[src/rtl/hdmi_tx_phy_seq.sv]
`default_nettype none
// ============================================================================
//  Module      : hdmi_tx_phy_seq
//  Description : Bring-up / shut-down sequencer for the HDMI TX serializer PHY
//                in the pixel-clock domain. Holds the PHY in reset until PLL
//                lock, software enable and debounced hot-plug are all present.
//                It then releases the PHY and sends control tokens for a settle
//                window before it passes encoded video through. On unplug or
//                disable it drains with tokens before reasserting PHY reset.
//  Ports       : I_pixel_clk / I_rst          clock, async active-high reset
//                I_pll_locked, I_hpd           async inputs, synchronized here
//                I_enable                      synchronous software enable
//                I_tmds_channel_0..2           encoded video words in
//                O_phy_rst                     PHY wrapper reset (active-high)
//                O_tmds_channel_0..2, _clk     registered lane words to PHY
//                O_video_active, O_state       status
//  Revision    : 1.0 - initial release
// ============================================================================
module hdmi_tx_phy_seq #(
    parameter int         LOCK_DLY  = 1024,
    parameter int         IDLE_CYC  = 64,
    parameter int         DRAIN_CYC = 16,
    parameter int         HPD_DEB   = 4096,
    parameter logic [9:0] CTL_TOKEN = 10'b1101010100,
    parameter logic [9:0] CLK_WORD  = 10'b1111100000
) (
    input  logic       I_pixel_clk,
    input  logic       I_rst,
    input  logic       I_pll_locked,
    input  logic       I_hpd,
    input  logic       I_enable,
    input  logic [9:0] I_tmds_channel_0,
    input  logic [9:0] I_tmds_channel_1,
    input  logic [9:0] I_tmds_channel_2,
    output logic       O_phy_rst,
    output logic [9:0] O_tmds_channel_0,
    output logic [9:0] O_tmds_channel_1,
    output logic [9:0] O_tmds_channel_2,
    output logic [9:0] O_tmds_channel_clk,
    output logic       O_video_active,
    output logic [2:0] O_state
);

    localparam int CNT_MAX_A = (LOCK_DLY > IDLE_CYC) ? LOCK_DLY : IDLE_CYC;
    localparam int CNT_MAX   = (CNT_MAX_A > DRAIN_CYC) ? CNT_MAX_A : DRAIN_CYC;
    localparam int CNT_W     = $clog2(CNT_MAX) + 1;
    localparam int DEB_W     = $clog2(HPD_DEB) + 1;

    localparam logic [CNT_W-1:0] LOCK_LAST  = CNT_W'(LOCK_DLY - 1);
    localparam logic [CNT_W-1:0] IDLE_LAST  = CNT_W'(IDLE_CYC - 1);
    localparam logic [CNT_W-1:0] DRAIN_LAST = CNT_W'(DRAIN_CYC - 1);
    localparam logic [DEB_W-1:0] DEB_LAST   = DEB_W'(HPD_DEB - 1);

    typedef enum logic [2:0] {
        HOLD  = 3'd0,
        LOCK  = 3'd1,
        IDLE  = 3'd2,
        RUN   = 3'd3,
        DRAIN = 3'd4
    } state_t;

    state_t           state;
    state_t           next_state;
    logic [CNT_W-1:0] cnt;

    // ------------------------------------------------------------------
    // Input synchronizers and HPD debounce
    // ------------------------------------------------------------------
    logic             lock_s1, lock_sync;
    logic             hpd_s1, hpd_sync;
    logic             hpd_filt;
    logic [DEB_W-1:0] deb_cnt;
    logic             go;

    always_ff @(posedge I_pixel_clk or posedge I_rst) begin
        if (I_rst) begin
            lock_s1   <= 1'b0;
            lock_sync <= 1'b0;
            hpd_s1    <= 1'b0;
            hpd_sync  <= 1'b0;
        end else begin
            lock_s1   <= I_pll_locked;
            lock_sync <= lock_s1;
            hpd_s1    <= I_hpd;
            hpd_sync  <= hpd_s1;
        end
    end

    // The filtered value flips on the HPD_DEB-th consecutive cycle in which
    // the synchronized value disagrees with it; any agreement restarts the run.
    always_ff @(posedge I_pixel_clk or posedge I_rst) begin
        if (I_rst) begin
            hpd_filt <= 1'b0;
            deb_cnt  <= '0;
        end else if (hpd_sync == hpd_filt) begin
            deb_cnt  <= '0;
        end else if (deb_cnt == DEB_LAST) begin
            hpd_filt <= hpd_sync;
            deb_cnt  <= '0;
        end else begin
            deb_cnt  <= deb_cnt + 1'b1;
        end
    end

    assign go = lock_sync & hpd_filt & I_enable;

    // ------------------------------------------------------------------
    // State register and shared counter
    // ------------------------------------------------------------------
    always_ff @(posedge I_pixel_clk or posedge I_rst) begin
        if (I_rst) begin
            state <= HOLD;
            cnt   <= '0;
        end else begin
            state <= next_state;
            // Counter restarts on every state entry and only runs in the
            // timed states, so it never wraps while idle in HOLD or RUN.
            if (next_state != state)
                cnt <= '0;
            else if (state == LOCK || state == IDLE || state == DRAIN)
                cnt <= cnt + 1'b1;
        end
    end

    // ------------------------------------------------------------------
    // Next state and next-cycle output values. Outputs are decoded from
    // next_state so that they change on the same edge as O_state.
    // ------------------------------------------------------------------
    logic       phy_rst_d;
    logic [9:0] lane0_d, lane1_d, lane2_d, lane_clk_d;
    logic       video_d;

    always_comb begin
        next_state = state;
        case (state)
            HOLD:  if (go) next_state = LOCK;
            LOCK: begin
                if (!go)                     next_state = HOLD;
                else if (cnt == LOCK_LAST)   next_state = IDLE;
            end
            IDLE: begin
                if (!lock_sync)                      next_state = HOLD;
                else if (!hpd_filt || !I_enable)     next_state = DRAIN;
                else if (cnt == IDLE_LAST)           next_state = RUN;
            end
            RUN: begin
                if (!lock_sync)                      next_state = HOLD;
                else if (!hpd_filt || !I_enable)     next_state = DRAIN;
            end
            // Only lock loss may cut a drain short; re-qualified go cannot.
            DRAIN: begin
                if (!lock_sync)                      next_state = HOLD;
                else if (cnt == DRAIN_LAST)          next_state = HOLD;
            end
            default: next_state = HOLD;
        endcase

        phy_rst_d  = 1'b1;
        lane0_d    = 10'd0;
        lane1_d    = 10'd0;
        lane2_d    = 10'd0;
        lane_clk_d = 10'd0;
        video_d    = 1'b0;
        case (next_state)
            IDLE, DRAIN: begin
                phy_rst_d  = 1'b0;
                lane0_d    = CTL_TOKEN;
                lane1_d    = CTL_TOKEN;
                lane2_d    = CTL_TOKEN;
                lane_clk_d = CLK_WORD;
            end
            RUN: begin
                phy_rst_d  = 1'b0;
                lane0_d    = I_tmds_channel_0;
                lane1_d    = I_tmds_channel_1;
                lane2_d    = I_tmds_channel_2;
                lane_clk_d = CLK_WORD;
                video_d    = 1'b1;
            end
            default: ;
        endcase
    end

    always_ff @(posedge I_pixel_clk or posedge I_rst) begin
        if (I_rst) begin
            O_phy_rst          <= 1'b1;
            O_tmds_channel_0   <= 10'd0;
            O_tmds_channel_1   <= 10'd0;
            O_tmds_channel_2   <= 10'd0;
            O_tmds_channel_clk <= 10'd0;
            O_video_active     <= 1'b0;
        end else begin
            O_phy_rst          <= phy_rst_d;
            O_tmds_channel_0   <= lane0_d;
            O_tmds_channel_1   <= lane1_d;
            O_tmds_channel_2   <= lane2_d;
            O_tmds_channel_clk <= lane_clk_d;
            O_video_active     <= video_d;
        end
    end

    assign O_state = state;

endmodule
`default_nettype wire

[config.mk]
export PLATFORM = sky130hd
export DESIGN_NAME = hdmi_tx_phy_seq
export DESIGN_NICKNAME = d
export VERILOG_FILES = /design/src/rtl/hdmi_tx_phy_seq.sv
export SDC_FILE = /design/constraint.sdc
export NUM_CORES = 1
export LEC_CHECK = 0
export CAP_MARGIN = 10
export CORE_MARGIN = 2
export CORE_UTILIZATION = 44
export CTS_BUF_LIST = sky130_fd_sc_hd__clkbuf_4 sky130_fd_sc_hd__clkbuf_8
export DETAILED_ROUTE_END_ITERATION = 8
export PLACE_DENSITY = 0.78
export SLEW_MARGIN = 0
export SYNTH_ARGS = -nofsm -noshare
export SYNTH_HDL_FRONTEND = slang
export SYNTH_SLANG_ARGS = --single-unit
[constraint.sdc]
create_clock -name I_pixel_clk -period 2.2 [get_ports I_pixel_clk]
set_input_delay 0.22 -clock I_pixel_clk [delete_from_list [all_inputs] [get_ports I_pixel_clk]]
set_output_delay 0.22 -clock I_pixel_clk [all_outputs]
set_load 0.005 [all_outputs]
==> metrics.txt, run 1 <==
fillers 492; Crit-path slowest cell or4_4; DP Area 0.003553 sq mm; DR iter-0 viols 82; antenna diode count 0; Die ar. 0.006806 sq mm; Post-synth top flop dfrtp_1; Design Power 2191 uW; ys async rst share 100.0%; worst setup margin 0.05901 ns; Port Buffers 74; GPL Wtd Cong 0.9284; status finished, final reports clean; Critical Path Source cnt[7]$_DFFE_PP0P_; Fmax achieved 467.1 MHz; Worst setup EP type register; setup TNS 0 ns; first-pass GRT wire length 8728 microns; # clock sinks 65; DIE WIDTH 82.50 microns; pwr dens 587.9 mW/mm^2; Post-DRT Antenna Nets 0; type of the tightest min-delay check primary input to asynchronous set/reset pin; Initial Util 45.53%; GR Util All Layers 17.94%; worst slack, placed 0.02447 ns; Leakage Power 0.001830 uW; fin crit period 2.141 ns; vias in the first global route 1888; Setup Fix Bufs, Post-CTS 0; syn_area_per_cell 11.69 sq um; worst skew pair latency 0.35 ns; Ports 80; pins over their slew limit 0; Clock Path Buffers 2; clock slew at reported path FFs 0.07 ns; crit-path max FO 15; Vias per Instance 4.818; startpoint types register; Area Growth Syn to Fin 37.47%; Fin Hold WS 0.1793 ns; Layout Nets 353; final clock skew 0.009319 ns; CTS root buffer clkbuf_8; CP arrival 2.37 ns; TritonCTS clock tree done; Critical Path, Cell by Cell or4_4 > o41a_1 > a221oi_2 > o21ba_4 > a21o_2; r2r startpoint cnt[7]$_DFFE_PP0P_; Congestion Overflow GR 0; Max-Cap Viols 0; Hold Vio Cnt, Final 0; Core Rows 28; area share of the largest cell type after synthesis 59.07%; synthesized instance count 232; critical path's top delay family compound AO/OA/AOI/OAI gates; Yosys cell types 41; drt drc 0; synthesized flop and latch total 65; antenna violations before repair 0; unrepaired setup endpoints after global routing true; drt pass-1 iters 4; CP bufs+invs 0; CP Data Required Time 2.43 ns; routed len/inst 13.43 microns; R2R setup slack 0.06 ns; largest net degree at the start of global routing 48; synthesized area 0.002711 sq mm; core area 0.005956 sq mm; Final Setup Violations 0; Seq/Total Area, Yosys 60.04%; CTS H-tree depth 3; VDD IR-drop max 0.4527 mV; post-route cell area 0.003727 sq mm; Post-DP HPWL 3772 microns; largest stage delay on the critical path 0.55 ns; Ys Warns 0; Synth area leaders dfrtp_1 59%, xor2_1 4.5%, nor2_1 3.7%, and2_1 3.7%, buf_4 3.0%; Vias 1903; number of buffers created by CTS 9; Die Ht 82.50 microns; Tcrit/Tclk final 97.32%; top cell type by total area after synthesis dfrtp_1; layout cell share with drive strength beyond 1 14.37%; number of flops mapped to enable cells by yosys 0; total wire length 5306 microns; Setup CP Type register to register
[layer usage]
layer	part of all wire, %	vias to the layer above	global-route usage [%]
li1	-	927	-
met1	42	897	20.78
met2	47	68	27.10
met3	9.0	11	10.11
met4	2.1	0	8.197
met5	0	-	0
[report_power, final]
part	switching (uW)	leakage [uW]	internal [uW]
Sequential	5.53	0.000893	1200
Clock	450	0.0000802	428
Combinational	41.1	0.000857	64.2
[cell usage in the layout, fill, tap and decap left out, types with 2 or more instances in the layout]
| cell | synthesis | final |
|---|---|---|
| nand3_1 | 8 | 8 |
| buf_4 | 11 | 13 |
| a21o_1 | 10 | 10 |
| clkinvlp_4 | 0 | 3 |
| inv_1 | 6 | 5 |
| conb_1 | 1 | 5 |
| ha_1 | 2 | 2 |
| a21o_2 | 5 | 5 |
| nand4_1 | 9 | 9 |
| xnor2_1 | 8 | 8 |
| clkbuf_8 | 1 | 10 |
| and2_1 | 16 | 16 |
| xor2_1 | 14 | 14 |
| clkdlybuf4s50_1 | 0 | 74 |
| o21ai_0 | 3 | 3 |
| nor2_1 | 27 | 27 |
| clkinv_2 | 0 | 2 |
| and3_1 | 9 | 9 |
| dfrtp_1 | 64 | 64 |
| nand2_1 | 10 | 10 |
[kinds of logic (layout without fill, tap and decap cells)]
| group | after synthesis | in the layout | synth area share [%] |
|---|---|---|---|
| and+or+nand+nor | 88 | 88 | 17.17 |
| xor gates and xnor gates | 22 | 22 | 7.107 |
| DFF | 65 | 65 | 60.04 |
| adders and majority gates | 2 | 2 | 0.9228 |
| buffers and inverters | 25 | 109 | 5.630 |
| AOI/OAI and AO/OA | 27 | 27 | 8.214 |
| other | 1 | 5 | 0.1383 |
| muxes | 2 | 2 | 0.7845 |
[per-stage QoR]
step	instances	util [%]
floorplan	236	-
global placement	380	59.66
detailed placement	380	59.66
CTS	395	62.52
global route	395	62.58
finish	395	62.58
[path summary, 6_finish.rpt]
kind | to | depth (start not counted)
worst max-delay path | O_tmds_channel_2[6]$_DFF_PP0_ | 5
min in group I_pixel_clk | hpd_s1$_DFF_PP0_ | 1
worst min-delay path | O_tmds_channel_1[7]$_DFF_PP0_ | 2
worst max register to register | O_tmds_channel_2[6]$_DFF_PP0_ | 5
worst min register to register | hpd_sync$_DFF_PP0_ | 0
max in group asynchronous | O_phy_rst$_DFF_PP1_ | 3
[area by class of cell]
cell class / count / area [sq um] / area share (%)
Clock buffer: 10 / 137.6 / 3.693
Clock inverter: 5 / 32.53 / 0.8728
Inverter: 6 / 22.52 / 0.6042
Multi-Input combinational cell: 146 / 954.7 / 25.61
Sequential cell: 65 / 1628 / 43.67
Tap cell: 75 / 93.84 / 2.518
Timing Repair Buffer: 88 / 858.3 / 23.03
[flip-flops by register name, indices dropped and copies added (netlist names)]
signal	cells
O_tmds_channel_1	10
O_tmds_channel_2	10
hpd_filt	1
cnt	11
hpd_sync	1
O_phy_rst	1
O_tmds_channel_clk	1
deb_cnt	13
O_video_active	1
O_tmds_channel_0	10
O_state	3
lock_s1	1
lock_sync	1
hpd_s1	1
[worst register-to-register path: stages, from the launching register on]
cell and delay (ns):
dfrtp_1 0.37, or4_4 0.55, o41a_1 0.35, a221oi_2 0.30, o21ba_4 0.25, a21o_2 0.20
[cell usage after synthesis (5+ instances only)]
cell type,count
a21o_1,10
buf_4,11
and2_1,16
nand2_1,10
nand4_1,9
nor2_1,27
inv_1,6
clkbuf_1,5
dfrtp_1,64
xor2_1,14
a21o_2,5
and3_1,9
nand3_1,8
xnor2_1,8
[repair_timing]
action | CTS | global route
hold buffers | 0 | 0
gates resized for setup | 0 | 1
endpoints found under the setup margin | 0 | 15
Power figures use the tool's default switching activity.
==> run 2: changes to the inputs <==
- CORE_UTILIZATION: 44 -> 49
- PLACE_DENSITY: 0.78 -> 0.82
- clock period: 2.2 -> 2.3 ns (I/O delays scaled with it)
==> run 2 against run 1 <==
Effect of this change:
- global-route usage is 1.9 points higher
- combinational power is essentially flat
- flip-flop and latch count unchanged
- die area is 9.7% lower
- via count is 2.4% higher
- register-to-register slack better by 0.03 ns
- critical path depth unchanged
- setup slack improved by 0.028 ns
- highest routed layer unchanged
==> metrics.txt, run 2 (synthesis gave the netlist of run 1 again) <==
GPL Wtd Cong 0.8785 (-5.4%); core area 0.005439 sq mm (-8.7%); drt drc 0 (unchanged); fin crit period 2.213 ns (+0.07170 ns); DIE WIDTH 78.39 microns (-5.0%); Vias per Instance 5.023 (+4.3%); layout cell share with drive strength beyond 1 13.29% (-1.1 points); Setup CP Type register to register; Layout Nets 349 (-1.1%); final clock skew 0.006938 ns (-0.002381 ns); post-route cell area 0.003736 sq mm (+0.24%); GR Util All Layers 19.83% (+1.9 points); most frequent cells in the layout 74 x clkdlybuf4s50_1, 64 x dfrtp_1, 27 x nor2_1; placed cell count 373 (-1.8%); setup TNS 0 ns (unchanged); Post-CTS Hold Fix Bufs 0 (unchanged); Die Ht 78.39 microns (-5.0%); Setup Fix Bufs, Post-CTS 0 (unchanged); Ports 80 (unchanged); status finished, final reports clean; Leakage Power 0.001831 uW (about the same); post-cts repair resize count 0 (unchanged); largest stage delay on the critical path 0.53 ns (-0.02 ns); Post-DRT Antenna Nets 0 (unchanged); Tcrit/Tclk final 96.20% (-1.1 points); worst slew pin tran 0.6243 ns; pwr dens 599.9 mW/mm^2 (+2.0%); Hold Vio Cnt, Final 0 (unchanged); number of buffers created by CTS 9 (unchanged); CP Data Required Time 2.52 ns (+0.09 ns); antenna violations before repair 0 (unchanged); CP bufs+invs 0 (unchanged); fin cells 388 (-1.8%); CP arrival 2.43 ns (+0.06 ns); Clock Path Buffers 2 (unchanged); Die ar. 0.006144 sq mm (-9.7%); Core Rows 27 (-3.6%); Top Registers deb_cnt: 13 flops, cnt: 11 flops; Crit-path slowest cell or4_4; reg2reg path depth 5 (unchanged); Area Growth Syn to Fin 37.79%; R2R setup slack 0.09 ns (+0.03 ns); first-pass GRT wire length 9315 microns (+6.7%); Congestion Overflow GR 0 (unchanged); Largest register FFs 13 (unchanged); drt pass-1 iters 4 (unchanged); vias in the first global route 1986 (+5.2%); Worst setup EP type register; CTS H-tree depth 3 (unchanged); Slew HR 57.99%; antenna diode count 0 (unchanged); total wire length 5561 microns (+4.8%); critical path's top delay family compound AO/OA/AOI/OAI gates; CTS root buffer clkbuf_8; Post-DP HPWL 3881 microns (+2.9%); DP Area 0.003532 sq mm (-0.60%); clock slew at reported path FFs 0.07 ns (about the same); Critical Path, Cell by Cell or4_4 > o41a_1 > a221oi_2 > o21ba_4 > a21o_2; Initial Util 49.85% (+4.3 points); largest net degree at the start of global routing 34 (-29%); worst r2r dst O_tmds_channel_2[6]$_DFF_PP0_; worst skew pair latency 0.33 ns (-0.02 ns); Port Buffers 74 (unchanged); type of the tightest min-delay check primary input to asynchronous set/reset pin; # clock sinks 65 (unchanged); commonest non-fill, non-tap cell in the layout clkdlybuf4s50_1; TritonCTS clock tree done; pins over their slew limit 0 (unchanged); crit-path max FO 15 (unchanged); startpoint types register; r2r startpoint cnt[10]$_DFFE_PP0P_; VDD IR-drop max 0.4669 mV (+3.1%); Fmax achieved 451.9 MHz (-3.2%); Vias 1949 (+2.4%); routed len/inst 14.33 microns (+6.7%); Max-Cap Viols 0 (unchanged); Finished Core Util 68.69% (+6.1 points); Reg with most FFs deb_cnt; unrepaired setup endpoints after global routing false; Final Setup Violations 0 (unchanged); DR iter-0 viols 189 (+130%)
## run 2: per-stage QoR
step	setup slack (ns)	total power, uW	hold WS (ns)
6_report	0.08731	2241	0.1605
5_1_grt	0.008908	2324	0.1868
2_1_floorplan	0.1362	1213	0.2614
4_1_cts	0.08067	2265	0.1615
3_3_place_gp	0.1411	1278	0.3327
3_5_place_dp	0.09519	1281	0.3425
## run 2: layout make-up
cell class | instances | area [sq um]
sequential | 65 | 1628
inverter | 6 | 22.52
timing repair buffer | 84 | 840.8
fill | 377 | 1703
clock inverter | 2 | 37.54
multi-input combinational | 146 | 950.9
clock buffer | 13 | 166.4
tap | 72 | 90.09
## run 2: worst register-to-register path, cell delays in order (launching register included)
cell and delay [ns]:
dfrtp_1 0.41, or4_4 0.53, o41a_1 0.36, a221oi_2 0.34, o21ba_4 0.26, a21o_2 0.21
## run 2: per-layer routing
layer	vias to the layer above	track usage, %	part of all wire [%]
met5	-	0	0
met4	0	8.596	2.3
met3	13	9.540	12
met2	99	30.09	46
met1	920	24.19	40
li1	917	-	-
## run 2: how the worst max path moves through the flow
stage	end	cells after the start	from	slack (ns)
after floorplan	O_tmds_channel_0[2]$_DFF_PP0_	6	cnt[7]$_DFFE_PP0P_	0.14
after global placement	cnt[7]$_DFFE_PP0P_	6	cnt[10]$_DFFE_PP0P_	0.14
after detailed placement	O_tmds_channel_2[6]$_DFF_PP0_	5	cnt[10]$_DFFE_PP0P_	0.1
after CTS	O_tmds_channel_2[6]$_DFF_PP0_	5	cnt[10]$_DFFE_PP0P_	0.08
after global routing	cnt[10]$_DFFE_PP0P_	6	cnt[10]$_DFFE_PP0P_	0.009
final	O_tmds_channel_2[6]$_DFF_PP0_	5	cnt[10]$_DFFE_PP0P_	0.09
## run 2: power breakdown
| group | switching (uW) | internal, uW |
|---|---|---|
| sequential | 5.60 | 1150 |
| combinational | 40.0 | 61.7 |
| clock | 404 | 579 |
| total | 450 | 1790 |
